[src/rtl/ysyx_24100005_ifu_pkg.sv]
// Shared types and constants for the instruction fetch unit.
// A buffer entry is {err, pc, inst}.
package ysyx_24100005_ifu_pkg;

    localparam logic [31:0] RESET_PC_DEFAULT  = 32'h8000_0000;
    localparam int          IFU_DEPTH_DEFAULT = 2;
    localparam int          IFU_ENTRY_W       = 65;

    typedef struct packed {
        logic        err;
        logic [31:0] pc;
        logic [31:0] inst;
    } ifu_entry_t;

    function automatic int ifu_cnt_w(input int depth);
        return $clog2(depth) + 1;
    endfunction

    function automatic logic [31:0] ifu_align_pc(input logic [31:0] pc);
        return pc & ~32'h3;
    endfunction

endpackage

[src/rtl/ysyx_24100005_ifu_if.sv]
// Fetch-side bundle: memory request/response, core delivery and redirect.
// master = IFU side, slave = environment (memory + core).
interface ysyx_24100005_ifu_if;
    logic        imem_req_valid;
    logic        imem_req_ready;
    logic [31:0] imem_req_addr;
    logic        imem_rsp_valid;
    logic [31:0] imem_rsp_data;
    logic        imem_rsp_err;
    logic        inst_valid;
    logic        inst_ready;
    logic [31:0] inst;
    logic [31:0] inst_pc;
    logic        inst_err;
    logic        redirect_valid;
    logic [31:0] redirect_pc;

    modport master (
        output imem_req_valid, imem_req_addr,
        input  imem_req_ready,
        input  imem_rsp_valid, imem_rsp_data, imem_rsp_err,
        output inst_valid, inst, inst_pc, inst_err,
        input  inst_ready,
        input  redirect_valid, redirect_pc
    );

    modport slave (
        input  imem_req_valid, imem_req_addr,
        output imem_req_ready,
        output imem_rsp_valid, imem_rsp_data, imem_rsp_err,
        input  inst_valid, inst, inst_pc, inst_err,
        output inst_ready,
        output redirect_valid, redirect_pc
    );
endinterface

[src/rtl/ysyx_24100005_ifu_fifo.sv]
// Instruction buffer: synchronous FIFO with flush; head is read straight
// from storage so a pushed entry becomes visible the following cycle.
module ysyx_24100005_ifu_fifo
    import ysyx_24100005_ifu_pkg::*;
#(
    parameter int DEPTH = IFU_DEPTH_DEFAULT
) (
    input  logic                        clk,
    input  logic                        rst,
    input  logic                        push_i,
    input  logic                        pop_i,
    input  logic                        flush_i,
    input  ifu_entry_t                  data_i,
    output ifu_entry_t                  head_o,
    output logic [ifu_cnt_w(DEPTH)-1:0] count_o
);
    localparam int CNT_W = ifu_cnt_w(DEPTH);
    localparam int PTR_W = $clog2(DEPTH);

    logic [IFU_ENTRY_W-1:0] mem_q [DEPTH];
    logic [PTR_W-1:0]       rd_ptr_q, rd_ptr_d;
    logic [PTR_W-1:0]       wr_ptr_q, wr_ptr_d;
    logic [CNT_W-1:0]       count_q, count_d;

    always_comb begin
        rd_ptr_d = rd_ptr_q;
        wr_ptr_d = wr_ptr_q;
        count_d  = count_q + CNT_W'(push_i) - CNT_W'(pop_i);
        if (push_i) wr_ptr_d = wr_ptr_q + PTR_W'(1);
        if (pop_i)  rd_ptr_d = rd_ptr_q + PTR_W'(1);
        if (flush_i) begin
            rd_ptr_d = '0;
            wr_ptr_d = '0;
            count_d  = '0;
        end
    end

    always_ff @(posedge clk) begin
        if (rst) begin
            rd_ptr_q <= '0;
            wr_ptr_q <= '0;
            count_q  <= '0;
        end else begin
            rd_ptr_q <= rd_ptr_d;
            wr_ptr_q <= wr_ptr_d;
            count_q  <= count_d;
        end
    end

    // A full buffer may push and pop together: the read of the old head
    // happens this cycle, the overwrite lands on the clock edge.
    always_ff @(posedge clk) begin
        if (push_i && !flush_i) mem_q[wr_ptr_q] <= data_i;
    end

    assign head_o  = ifu_entry_t'(mem_q[rd_ptr_q]);
    assign count_o = count_q;

endmodule

[src/rtl/ysyx_24100005_ifu.sv]
// Instruction fetch unit: sequential fetch with credit-limited issue,
// in-order response buffering and redirect flush with in-flight drop count.
module ysyx_24100005_ifu
    import ysyx_24100005_ifu_pkg::*;
#(
    parameter logic [31:0] RESET_PC = RESET_PC_DEFAULT,
    parameter int          DEPTH    = IFU_DEPTH_DEFAULT
) (
    input logic                  clk,
    input logic                  rst,
    ysyx_24100005_ifu_if.master  bus
);
    localparam int CNT_W = ifu_cnt_w(DEPTH);
    localparam int SUM_W = CNT_W + 1;

    logic [31:0]      fetch_pc_q, fetch_pc_d;
    logic [31:0]      rsp_pc_q, rsp_pc_d;
    logic [CNT_W-1:0] outstanding_q, outstanding_d;
    logic [CNT_W-1:0] drop_q, drop_d;
    logic [CNT_W-1:0] count;
    logic [SUM_W-1:0] in_use;
    logic [31:0]      redirect_target;
    logic             req_fire, rsp_fire, push, pop, credit_ok;
    ifu_entry_t       push_entry, head;

    assign redirect_target = ifu_align_pc(bus.redirect_pc);
    assign pop             = bus.inst_valid && bus.inst_ready;

    // Every slot is reserved at issue time, so a response can always be stored.
    assign in_use    = SUM_W'(outstanding_q) + SUM_W'(count) - SUM_W'(pop);
    assign credit_ok = in_use < SUM_W'(DEPTH);

    assign bus.imem_req_valid = !rst && !bus.redirect_valid && credit_ok;
    assign bus.imem_req_addr  = rst ? RESET_PC : fetch_pc_q;

    assign req_fire   = bus.imem_req_valid && bus.imem_req_ready;
    assign rsp_fire   = bus.imem_rsp_valid && !rst;
    assign push       = rsp_fire && (drop_q == '0) && !bus.redirect_valid;
    assign push_entry = '{err: bus.imem_rsp_err, pc: rsp_pc_q, inst: bus.imem_rsp_data};

    always_comb begin
        fetch_pc_d    = fetch_pc_q;
        rsp_pc_d      = rsp_pc_q;
        drop_d        = drop_q;
        outstanding_d = outstanding_q + CNT_W'(req_fire) - CNT_W'(rsp_fire);
        if (req_fire) fetch_pc_d = fetch_pc_q + 32'd4;
        if (push)     rsp_pc_d   = rsp_pc_q + 32'd4;
        if (rsp_fire && (drop_q != '0)) drop_d = drop_q - CNT_W'(1);
        // Everything still in flight after this cycle belongs to the old stream.
        if (bus.redirect_valid) begin
            fetch_pc_d = redirect_target;
            rsp_pc_d   = redirect_target;
            drop_d     = outstanding_d;
        end
    end

    always_ff @(posedge clk) begin
        if (rst) begin
            fetch_pc_q    <= RESET_PC;
            rsp_pc_q      <= RESET_PC;
            outstanding_q <= '0;
            drop_q        <= '0;
        end else begin
            fetch_pc_q    <= fetch_pc_d;
            rsp_pc_q      <= rsp_pc_d;
            outstanding_q <= outstanding_d;
            drop_q        <= drop_d;
        end
    end

    ysyx_24100005_ifu_fifo #(
        .DEPTH (DEPTH)
    ) u_fifo (
        .clk     (clk),
        .rst     (rst),
        .push_i  (push),
        .pop_i   (pop),
        .flush_i (bus.redirect_valid),
        .data_i  (push_entry),
        .head_o  (head),
        .count_o (count)
    );

    assign bus.inst_valid = !rst && (count != '0);
    assign bus.inst       = bus.inst_valid ? head.inst : 32'h0;
    assign bus.inst_pc    = bus.inst_valid ? head.pc   : 32'h0;
    assign bus.inst_err   = bus.inst_valid && head.err;

endmodule

[src/flat_wrapper.sv]
// flat-port wrapper written by rule: the top's interface ports become plain ports
module ysyx_24100005_ifu_flat import ysyx_24100005_ifu_pkg::*;
#(
    parameter logic [31:0] RESET_PC = RESET_PC_DEFAULT,
    parameter int          DEPTH    = IFU_DEPTH_DEFAULT
)
  (clk, rst, bus_imem_req_valid, bus_imem_req_addr, bus_imem_req_ready, bus_imem_rsp_valid, bus_imem_rsp_data, bus_imem_rsp_err, bus_inst_valid, bus_inst, bus_inst_pc, bus_inst_err, bus_inst_ready, bus_redirect_valid, bus_redirect_pc);
  ysyx_24100005_ifu_if bus_i ();
  input logic clk;
  input logic rst;
  output wire logic [$bits(bus_i.imem_req_valid)-1:0] bus_imem_req_valid;
  output wire logic [$bits(bus_i.imem_req_addr)-1:0] bus_imem_req_addr;
  input wire logic [$bits(bus_i.imem_req_ready)-1:0] bus_imem_req_ready;
  input wire logic [$bits(bus_i.imem_rsp_valid)-1:0] bus_imem_rsp_valid;
  input wire logic [$bits(bus_i.imem_rsp_data)-1:0] bus_imem_rsp_data;
  input wire logic [$bits(bus_i.imem_rsp_err)-1:0] bus_imem_rsp_err;
  output wire logic [$bits(bus_i.inst_valid)-1:0] bus_inst_valid;
  output wire logic [$bits(bus_i.inst)-1:0] bus_inst;
  output wire logic [$bits(bus_i.inst_pc)-1:0] bus_inst_pc;
  output wire logic [$bits(bus_i.inst_err)-1:0] bus_inst_err;
  input wire logic [$bits(bus_i.inst_ready)-1:0] bus_inst_ready;
  input wire logic [$bits(bus_i.redirect_valid)-1:0] bus_redirect_valid;
  input wire logic [$bits(bus_i.redirect_pc)-1:0] bus_redirect_pc;
  assign bus_imem_req_valid = bus_i.imem_req_valid;
  assign bus_imem_req_addr = bus_i.imem_req_addr;
  assign bus_i.imem_req_ready = bus_imem_req_ready;
  assign bus_i.imem_rsp_valid = bus_imem_rsp_valid;
  assign bus_i.imem_rsp_data = bus_imem_rsp_data;
  assign bus_i.imem_rsp_err = bus_imem_rsp_err;
  assign bus_inst_valid = bus_i.inst_valid;
  assign bus_inst = bus_i.inst;
  assign bus_inst_pc = bus_i.inst_pc;
  assign bus_inst_err = bus_i.inst_err;
  assign bus_i.inst_ready = bus_inst_ready;
  assign bus_i.redirect_valid = bus_redirect_valid;
  assign bus_i.redirect_pc = bus_redirect_pc;
  ysyx_24100005_ifu #(.RESET_PC(RESET_PC), .DEPTH(DEPTH)) u_core (.clk(clk), .rst(rst), .bus(bus_i));
endmodule
[config.mk]
export PLATFORM = sky130hd
export DESIGN_NAME = ysyx_24100005_ifu_flat
export DESIGN_NICKNAME = d
export VERILOG_FILES = /design/src/rtl/ysyx_24100005_ifu_pkg.sv /design/src/rtl/ysyx_24100005_ifu_if.sv /design/src/rtl/ysyx_24100005_ifu_fifo.sv /design/src/rtl/ysyx_24100005_ifu.sv /design/src/flat_wrapper.sv
export SDC_FILE = /design/constraint.sdc
export NUM_CORES = 1
export LEC_CHECK = 0
export ABC_AREA = 1
export BUFFER_PORTS_ARGS = -buffer_cell sky130_fd_sc_hd__buf_2
export CAP_MARGIN = 20
export CORE_ASPECT_RATIO = 2
export CORE_UTILIZATION = 40
export CTS_CLUSTER_DIAMETER = 100
export DETAILED_ROUTE_END_ITERATION = 16
export HOLD_SLACK_MARGIN = 0.15
export PLACE_DENSITY = 0.66
export SETUP_SLACK_MARGIN = 0.05
export SLEW_MARGIN = 30
export SYNTH_ARGS = -nofsm -noshare
export SYNTH_HDL_FRONTEND = slang
export SYNTH_SLANG_ARGS = --single-unit
export TNS_END_PERCENT = 20
[constraint.sdc]
create_clock -name clk -period 4.45 [get_ports clk]
set_input_delay 0.89 -clock clk [delete_from_list [all_inputs] [get_ports clk]]
set_output_delay 0.89 -clock clk [all_outputs]
set_load 0.05 [all_outputs]
==> impl_results.md, run 1 <==
- Status: completed
- Setup WS pre-CTS: 709 ps
- Worst Skew: 6.21 ps
- CP max-delay cell: fa_1
- Total die area: 0.0255 sq mm
- Post-synthesis sequential area ratio: 0.520
- Number of global-route vias before repair: 8150
- CP Capture Type: output port
- Final Hold Vio Count: 0
- Worst vdd ir: 0.223 mV
- Layout cell share with drive strength beyond 1: 0.226
- GP Congestion: 0.988
- Initial Util: 0.406
- Commonest non-fill, non-tap cell in the layout: nand2_1
- Part of the cycle the worst path needs: 0.843
- Final Max Slew Viols: 0
- Final TNS setup: 0 ps
- Slew Limit Headroom: 0.451
- H-tree levels: 4
- Clk pin slew, worst setup/hold paths: 70 ps
- Post-CTS setup buffer count: 0
- Multi-input gate area: 0.00395 sq mm
- Num CTS Buffers: 17
- Hold_sp: u_core.u_fifo.rd_ptr_q$_SDFFE_PP0P_
- First-pass GRT wire length: 41800 microns
- CP Cell Sequence: buf_2 > inv_1 > o21ai_0 > nor2_1 > inv_1 > nand2_1 > nand3_1 > fa_1 > xor2_1 > nand2_1 > nor2_1 > buf_2
- Max-capacitance violation count: 0
- Worst r2r src: u_core.u_fifo.count_o[0]$_SDFF_PP0_
- Post-synthesis to final-layout area growth: 18.0%
- Pwr dens: 345 mW/mm^2
- Mapped cell area: 0.00992 sq mm
- Mean post-synth cell area: 8.46 sq um
- DIE HEIGHT: 225 microns
- DR WL/cell: 16.0 microns
- GRT overflow: 0
- Filler cells: 2430
- Crit path max fanout: 6
- Top Usage Layer GRT: met2
- Worst Setup Slack, final: 700 ps
- Reg area: 0.00517 sq mm
- CTS resizes: 0
- Remaining antenna violation count: 0
- Ant. Diodes: 0
- Routing usage on met2: 0.426
- CP Launch Type: primary input
- CTS tree: done
- Port-buffer cells: 163
- # IOs: 170
- Total Power: 4.04 mW
- Minimum clock period: 3750 ps
- Number of buffers and inverters on the critical path: 4
- Final nets: 1410
- RSZ-0062 raised after global routing: no
- Worst skew pair latency: 450 ps
- Cells after Synth: 1173
- Met3 GRT Util: 0.0353
- Commonest non-fill, non-tap cells in the layout: nand2_1 (328), inv_1 (165), buf_2 (163)
- Core ar.: 0.0244 sq mm
- CP top delay family: buffers and inverters
- Drt total wl: 26900 microns
- Total track usage: 0.219
- # setup viols final: 0
- Via density: 4.90
- Synth warn: 0
- DIE WIDTH: 113 microns
- CTS Buffer Depth: 2
- Seq cells post-synth: 195
- Static Leak: 5.33 nW
- DR iter-0 viols: 394
- Routing usage on met1: 0.197
- Fmax: 0.267 GHz
- Worst-Margin Slew: 823 ps
- Pin count of the biggest net entering global routing: 74
- Cell row count: 81
- Distinct cell type count after synthesis: 38
- Clk sink count: 195
- Antenna violations before repair: 0
- Hpwl dp: 20200 microns
- WP data required: 3560 ps
- Iteration count of the initial detailed-routing pass: 5
- Via count: 8211
- Worst Setup SP: rst
- Residual DRC count: 0
- Setup CP Type: in -> out
- Critical Path AT: 2860 ps
- Root Driver: clkbuf_16
- Critical path's largest stage delay: 390 ps
- Hold Buf Count CTS: 0
- Hold WC Path Type: reg -> reg
## final timing paths
kind	depth (start not counted)	slack, ps	end
setup reg to reg	15	1450	u_core.fetch_pc_q[7]$_SDFFE_PP0P_
hold / removal	2	480	flip-flop
setup / recovery	12	700	bus_imem_req_valid
hold reg to reg	2	480	flip-flop
## metrics by stage
stage	hold WS, ps	instance area (sq um)	cells	util
after floorplan	448	9940	1176	-
after global placement	455	11100	1644	0.455
after detailed placement	469	11100	1644	0.455
after CTS	480	11700	1675	0.479
after global routing	515	11700	1675	0.479
final	476	11700	1675	0.479
## flip-flops by register name, summed over array words and instances, names as in the netlist, named ones only
signal / count
u_core.rsp_pc_q: 30
u_core.drop_q: 2
u_core.u_fifo.mem_q: 126
u_core.u_fifo.rd_ptr_q: 1
u_core.u_fifo.wr_ptr_q: 1
u_core.u_fifo.count_o: 2
u_core.outstanding_q: 2
u_core.fetch_pc_q: 30
## layout make-up
class                   count  area share
flip-flops and latches    195       0.441
multi-input cells         769       0.338
repair buffers            177      0.0797
inverters                 171      0.0548
clock buffers              18      0.0375
well taps                 332      0.0355
clock inverters            13      0.0136
## tightest hold or removal path, stage by stage (launching register included)
cell     delay (ps)
dfxtp_1         300
inv_1            70
a21oi_1          60
## cell usage after synthesis
library cell | count | area [sq um]
and3_1 | 2 | 12.5
nor2_4 | 5 | 56.3
buf_1 | 5 | 18.8
o21a_1 | 1 | 7.51
clkbuf_1 | 14 | 52.6
fa_1 | 1 | 20.0
nand4_1 | 10 | 62.6
nor2_2 | 10 | 62.6
nand3_4 | 1 | 17.5
inv_2 | 6 | 22.5
conb_1 | 1 | 3.75
o211ai_1 | 1 | 7.51
nor2_1 | 140 | 526
xnor2_1 | 2 | 17.5
nand3_2 | 2 | 20.0
xor2_1 | 21 | 184
o21ai_1 | 1 | 5.00
nand2_1 | 328 | 1230
edfxtp_1 | 126 | 3780
inv_1 | 165 | 619
nor3_1 | 6 | 30.0
o21bai_1 | 2 | 15.0
o22ai_1 | 1 | 6.26
nor3_2 | 1 | 10.0
dfxtp_1 | 69 | 1380
buf_2 | 18 | 90.1
ha_1 | 7 | 87.6
a31oi_1 | 8 | 50.1
nand2_2 | 4 | 25.0
a21oi_1 | 49 | 245
o21ai_0 | 29 | 145
a21oi_2 | 1 | 8.76
mux2_2 | 63 | 709
a221oi_1 | 1 | 8.76
nand3_1 | 64 | 320
buf_4 | 4 | 30.0
nand3b_1 | 3 | 22.5
o221ai_1 | 1 | 8.76
## logic make-up after synthesis
family                     count (synthesis)  synth area share
AOI/OAI and AO/OA                         95            0.0512
muxes                                     63            0.0715
xor gates and xnor gates                  23            0.0203
other                                      1          0.000378
buffers and inverters                    212            0.0840
and+or+nand+nor                          576             0.241
DFF                                      195             0.520
adders and majority gates                  8            0.0108
## report_power, final
part / internal, mW / switching [mW]
clock: 0.895 / 0.684
combinational: 0.125 / 0.276
sequential: 1.99 / 0.0703
total: 3.01 / 1.03
## layer usage
layer  part of all wire  wire length [microns]
met4              0.065                   1740
met5                  0                      0
met1               0.34                   9090
met3              0.038                   1020
met2               0.56                  15000
Power figures use the tool's default switching activity.
==> run 2: changes to the inputs <==
==> constraint.sdc (replaced) <==
create_clock -name clk -period 3.39 [get_ports clk]
set_input_delay 0.678 -clock clk [delete_from_list [all_inputs] [get_ports clk]]
set_output_delay 0.678 -clock clk [all_outputs]
set_load 0.05 [all_outputs]
==> run 2 against run 1 <==
Net effect:
- register-to-register slack got worse by 740 ps
- sequential power rose by 32%
- flip-flop and latch count did not move
- first-iteration DRC count rose by 34%
- global-route usage down 0.082 points
- cell count increased by 0.30%
- clock skew rose by 4.8 ps
- power is 32% higher
- clock-buffer cell count grew 2
- highest routed layer unchanged
==> impl_results.md, run 2 (synthesis gave the netlist of run 1 again) <==
- CP Capture Type: output port
- Critical Path AT: 2480 ps
- # IOs: 170
- Filler cells: 2377
- Remaining antenna violation count: 0
- GP Congestion: 0.965
- Total Power: 5.33 mW
- Hold_sp: bus_imem_rsp_data[25]
- CP max-delay cell: fa_1
- Minimum clock period: 3160 ps
- CTS Buffer Depth: 2
- Root Driver: clkbuf_16
- Via count: 8279
- Setup WS pre-CTS: 180 ps
- Via density: 4.93
- CP Cell Sequence: buf_2 > inv_1 > o21ai_0 > nor2_2 > inv_1 > nand2_1 > nand3_1 > fa_1 > xor2_1 > nand2_1 > nor2_1 > buf_4
- Worst r2r src: u_core.u_fifo.count_o[1]$_SDFF_PP0_
- Static Leak: 5.38 nW
- Ant. Diodes: 0
- Antenna violations before repair: 0
- DR WL/cell: 16.0 microns
- Initial Util: 0.406
- Residual DRC count: 0
- Routing usage on met2: 0.424
- Total die area: 0.0255 sq mm
- Total track usage: 0.218
- DR iter-0 viols: 526
- Top flop regs: u_core.u_fifo.mem_q (126), u_core.fetch_pc_q (30), u_core.rsp_pc_q (30)
- Core ar.: 0.0244 sq mm
- Pwr dens: 450 mW/mm^2
- Worst Skew: 11.0 ps
- Iteration count of the initial detailed-routing pass: 5
- Num CTS Buffers: 17
- Part of the cycle the worst path needs: 0.933
- Max-capacitance violation count: 0
- Final Max Slew Viols: 0
- DIE WIDTH: 113 microns
- Final Hold Vio Count: 0
- Hold Buf Count CTS: 0
- Worst hold path stage count: 1
- Slew Limit Headroom: 0.422
- Commonest non-fill, non-tap cell in the layout: nand2_1
- Setup CP Type: in -> out
- Layout cell share with drive strength beyond 1: 0.230
- Crit path max fanout: 6
- Reg with most FFs: u_core.u_fifo.mem_q
- WP data required: 2710 ps
- Worst vdd ir: 0.258 mV
- RR Endpoint: u_core.drop_q[0]$_SDFFE_PP0P_
- Commonest non-fill, non-tap cells in the layout: nand2_1 (328), inv_1 (165), buf_2 (162)
- Max reg flops: 126
- Fmax: 0.316 GHz
- GRT overflow: 0
- Critical path's largest stage delay: 390 ps
- Final core occ: 0.484
- Port-buffer cells: 163
- RSZ-0062 raised after global routing: no
- Top Usage Layer GRT: met2
- Final nets: 1414
- Cell row count: 81
- First-pass GRT wire length: 41500 microns
- Number of global-route vias before repair: 8174
- CTS tree: done
- Hpwl dp: 20000 microns
- Hold WS: 420 ps
- CP Launch Type: primary input
- Pin count of the biggest net entering global routing: 76
- DIE HEIGHT: 225 microns
- H-tree levels: 4
- Hold WC Path Type: in -> reg
- Clk sink count: 195
- Hold Path End: u_core.u_fifo.mem_q[1][25]$_DFFE_PP_
- Final TNS setup: 0 ps
- Status: completed
- R2R depth: 12
- Worst skew pair latency: 450 ps
- # setup viols final: 0
- Reg-to-reg setup timing slack: 710 ps
- Worst-Margin Slew: 867 ps
- Met3 GRT Util: 0.0388
- Routing usage on met1: 0.196
- Worst Setup Slack, final: 229 ps
- Post-synthesis to final-layout area growth: 19.2%
- Drt total wl: 26800 microns
- Clk pin slew, worst setup/hold paths: 70 ps
## run 2: stage by stage
step / std cells / cell area, sq um
global placement: 1647 / 11200
global route: 1680 / 11800
floorplan: 1176 / 9940
CTS: 1679 / 11800
finish: 1680 / 11800
detailed placement: 1647 / 11200
## run 2: where the power goes
group | switching [mW] | internal, mW | total, mW
Clock | 0.921 | 1.16 | 2.08
Sequential | 0.0909 | 2.61 | 2.71
Combinational | 0.365 | 0.174 | 0.539
Total | 1.38 | 3.95 | 5.33
## run 2: worst max path at each step
stage	depth (start not counted)	end	slack [ps]	start
2_1_floorplan	6	u_core.u_fifo.mem_q[1][0]$_DFFE_PP_	-900	bus_imem_rsp_valid
3_3_place_gp	12	bus_imem_req_valid	190	rst
3_5_place_dp	12	bus_imem_req_valid	180	rst
4_1_cts	10	bus_imem_req_valid	150	u_core.u_fifo.count_o[0]$_SDFF_PP0_
5_1_grt	12	bus_imem_req_valid	80	rst
6_report	12	bus_imem_req_valid	230	rst
## run 2: critical path, delay by kind of cell
kind	cells	cell delay, ps
and+or+nand+nor	5	560
buffers and inverters	4	500
adders and majority gates	1	390
xor gates and xnor gates	1	210
AOI/OAI and AO/OA	1	140
## run 2: final cells by class
type	instances	area, sq um	share of cell area
clock buffers	20	467	0.0395
clock inverters	12	144	0.0122
inverters	171	642	0.0543
multi-input cells	769	3960	0.334
flip-flops and latches	195	5170	0.437
well taps	332	415	0.0351
repair buffers	181	1040	0.0880
## run 2: timing repair
item                                    CTS  global route
hold endpoints to repair                  0             0
endpoints found under the setup margin    0             1
resized for setup                         0             3
setup buffers                             0             1
## run 2: layer usage
layer	up-vias	share of wire
met3	81	0.042
met5	-	0
met4	0	0.062
met2	280	0.56
li1	4073	-
met1	3845	0.34
==> run 3: changes to the inputs <==
--- a/config.mk
+++ b/config.mk
@@ -9,11 +9,11 @@
 export BUFFER_PORTS_ARGS = -buffer_cell sky130_fd_sc_hd__buf_2
 export CAP_MARGIN = 20
 export CORE_ASPECT_RATIO = 2
-export CORE_UTILIZATION = 40
+export CORE_UTILIZATION = 51
 export CTS_CLUSTER_DIAMETER = 100
 export DETAILED_ROUTE_END_ITERATION = 16
 export HOLD_SLACK_MARGIN = 0.15
-export PLACE_DENSITY = 0.66
+export PLACE_DENSITY = 0.8
 export SETUP_SLACK_MARGIN = 0.05
 export SLEW_MARGIN = 30
 export SYNTH_ARGS = -nofsm -noshare
==> run 3 against run 2 <==
Net effect:
- worst setup slack gained 33 ps
- critical path depth is the same
- wire length down 4.3%
- die area shrank 21%
- sequential share of layout area is 0.58 points higher
- clock power is 2% lower
- cell count down 4.8%
- worst hold slack better by 3.0 ps
- design area down 1.3%
- first-iteration DRC count is 8.7% higher
- critical path type unchanged
- largest power group unchanged
- highest routed layer unchanged
==> impl_results.md, run 3 (synthesis gave the netlist of run 1 again) <==
- CP Launch Type: primary input
- Antenna violations before repair: 0
- RR Endpoint: u_core.fetch_pc_q[10]$_SDFFE_PP0P_
- Iteration count of the initial detailed-routing pass: 5
- # setup viols final: 0
- CP Cell Sequence: buf_2 > inv_1 > o21ai_1 > nor2_2 > inv_1 > nand2_1 > nand3_1 > fa_1 > xor2_1 > nand2_1 > nor2_1 > buf_2
- Final nets: 1410
- DR WL/cell: 16.0 microns
- Total track usage: 0.266
- Worst Skew: 13.0 ps
- Post-synthesis to final-layout area growth: 17.6%
- Worst vdd ir: 0.360 mV
- Top flop regs: u_core.u_fifo.mem_q (126), u_core.fetch_pc_q (30), u_core.rsp_pc_q (30)
- Post-CTS setup buffer count: 0
- GP Congestion: 1.01
- CP max-delay cell: fa_1
- Via density: 5.20
- Hpwl dp: 18600 microns
- Max reg flops: 126
- Setup CP Type: in -> out
- Status: completed
- Total die area: 0.0201 sq mm
- Drt total wl: 25700 microns
- GRT overflow: 0
- CP Capture Type: output port
- Num CTS Buffers: 17
- Crit path max fanout: 6
- CTS Buffer Depth: 2
- Ant. Diodes: 0
- Number of global-route vias before repair: 8022
- Pwr dens: 452 mW/mm^2
- Root Driver: clkbuf_16
- Max-capacitance violation count: 0
- Part of the cycle the worst path needs: 0.923
- Core ar.: 0.0189 sq mm
- Commonest non-fill, non-tap cell in the layout: nand2_1
- Critical Path AT: 2450 ps
- Critical path's largest stage delay: 380 ps
- Worst r2r src: u_core.u_fifo.count_o[1]$_SDFF_PP0_
- Worst Setup SP: rst
- R2R depth: 14
- CTS tree: done
- Pin count of the biggest net entering global routing: 76
- Layout cell share with drive strength beyond 1: 0.226
- DIE WIDTH: 101 microns
- Final TNS setup: 0 ps
- Remaining antenna violation count: 0
- Reg-to-reg setup timing slack: 730 ps
- First-pass GRT wire length: 39700 microns
- Cell row count: 71
- Clk pin slew, worst setup/hold paths: 70 ps
- Via count: 8310
- DR iter-0 viols: 572
- Port-buffer cells: 163
- Fmax: 0.320 GHz
- Initial Util: 0.524
- Clk sink count: 195
- Hold WS: 423 ps
- DIE HEIGHT: 199 microns
- Commonest non-fill, non-tap cells in the layout: nand2_1 (328), inv_1 (165), buf_2 (163)
- Hold WC Path Type: in -> reg
- Worst skew pair latency: 450 ps
- Hold Buf Count CTS: 0
- RSZ-0062 raised after global routing: no
- Reg with most FFs: u_core.u_fifo.mem_q
- Slew Limit Headroom: 0.434
- WP data required: 2710 ps
- H-tree levels: 4
- Worst-Margin Slew: 849 ps
- Final Hold Vio Count: 0
- # IOs: 170
- Static Leak: 5.35 nW
- Final Max Slew Viols: 0
- Residual DRC count: 0
- Filler cells: 1715
- Crit path to: bus_imem_req_valid
- Minimum clock period: 3130 ps
==> run 3: changes by cell type in the layout (fill, tap and decap cells not counted) <==
cell	previous run	this run
inv_6	3	2
clkinv_4	3	2
bufinv_16	2	1
clkinv_1	0	1
buf_12	7	5
o21ai_1	1	2
inv_8	1	0
buf_2	162	163
clkbuf_16	17	19
buf_4	12	9
o21ai_0	29	28
clkbuf_1	0	1
==> run 3: power breakdown <==
part | switching [mW] | internal, mW
Combinational | 0.362 | 0.170
Sequential | 0.0920 | 2.62
Clock | 0.877 | 1.16
==> run 3: layout make-up <==
cell class | instances | area [sq um] | share of cell area
Inverter | 171 | 642 | 0.0550
Timing Repair Buffer | 177 | 983 | 0.0842
Clock buffer | 23 | 520 | 0.0446
Clock inverter | 9 | 88.8 | 0.00761
Multi-Input combinational cell | 769 | 3960 | 0.339
Sequential cell | 195 | 5170 | 0.443
Tap cell | 255 | 319 | 0.0273
==> run 3: repair_timing <==
item                                    CTS  global route
endpoints found under the setup margin    0             1
resized for setup                         0             2
endpoints found under the hold margin     0             0
==> run 3: per-stage QoR <==
stage / cell area, sq um / worst slack [ps] / instances / util / power [mW]
after floorplan: 9940 / -895 / 1176 / - / 3.10
after global placement: 11100 / 214 / 1567 / 0.585 / 3.27
after detailed placement: 11100 / 147 / 1567 / 0.585 / 3.28
after CTS: 11700 / 146 / 1599 / 0.617 / 5.31
after global routing: 11700 / 140 / 1599 / 0.617 / 5.45
final: 11700 / 262 / 1599 / 0.617 / 5.28
==> run 3: worst min-delay path by stage <==
stage | start | to | cells past startpoint
after floorplan | u_core.u_fifo.rd_ptr_q$_SDFFE_PP0P_ | flip-flop | 2
after global placement | u_core.u_fifo.rd_ptr_q$_SDFFE_PP0P_ | flip-flop | 2
after detailed placement | u_core.u_fifo.rd_ptr_q$_SDFFE_PP0P_ | flip-flop | 2
after CTS | bus_imem_rsp_data[5] | u_core.u_fifo.mem_q[0][5]$_DFFE_PP_ | 1
after global routing | bus_imem_rsp_data[21] | u_core.u_fifo.mem_q[0][21]$_DFFE_PP_ | 1
final | bus_imem_rsp_data[8] | u_core.u_fifo.mem_q[0][8]$_DFFE_PP_ | 1
==> run 3: worst max-delay path: cells and delay by family <==
kind | cells | cell delay, ps
xor gates and xnor gates | 1 | 200
and+or+nand+nor | 5 | 510
buffers and inverters | 4 | 570
AOI/OAI and AO/OA | 1 | 100
adders and majority gates | 1 | 380
==> run 3: layer usage <==
layer / up-vias / GRT usage / wire length, microns
met5: - / 0 / 0
met4: 0 / 0.205 / 1830
met3: 111 / 0.0476 / 1480
met2: 320 / 0.494 / 13700
met1: 3804 / 0.253 / 8620
li1: 4075 / - / -
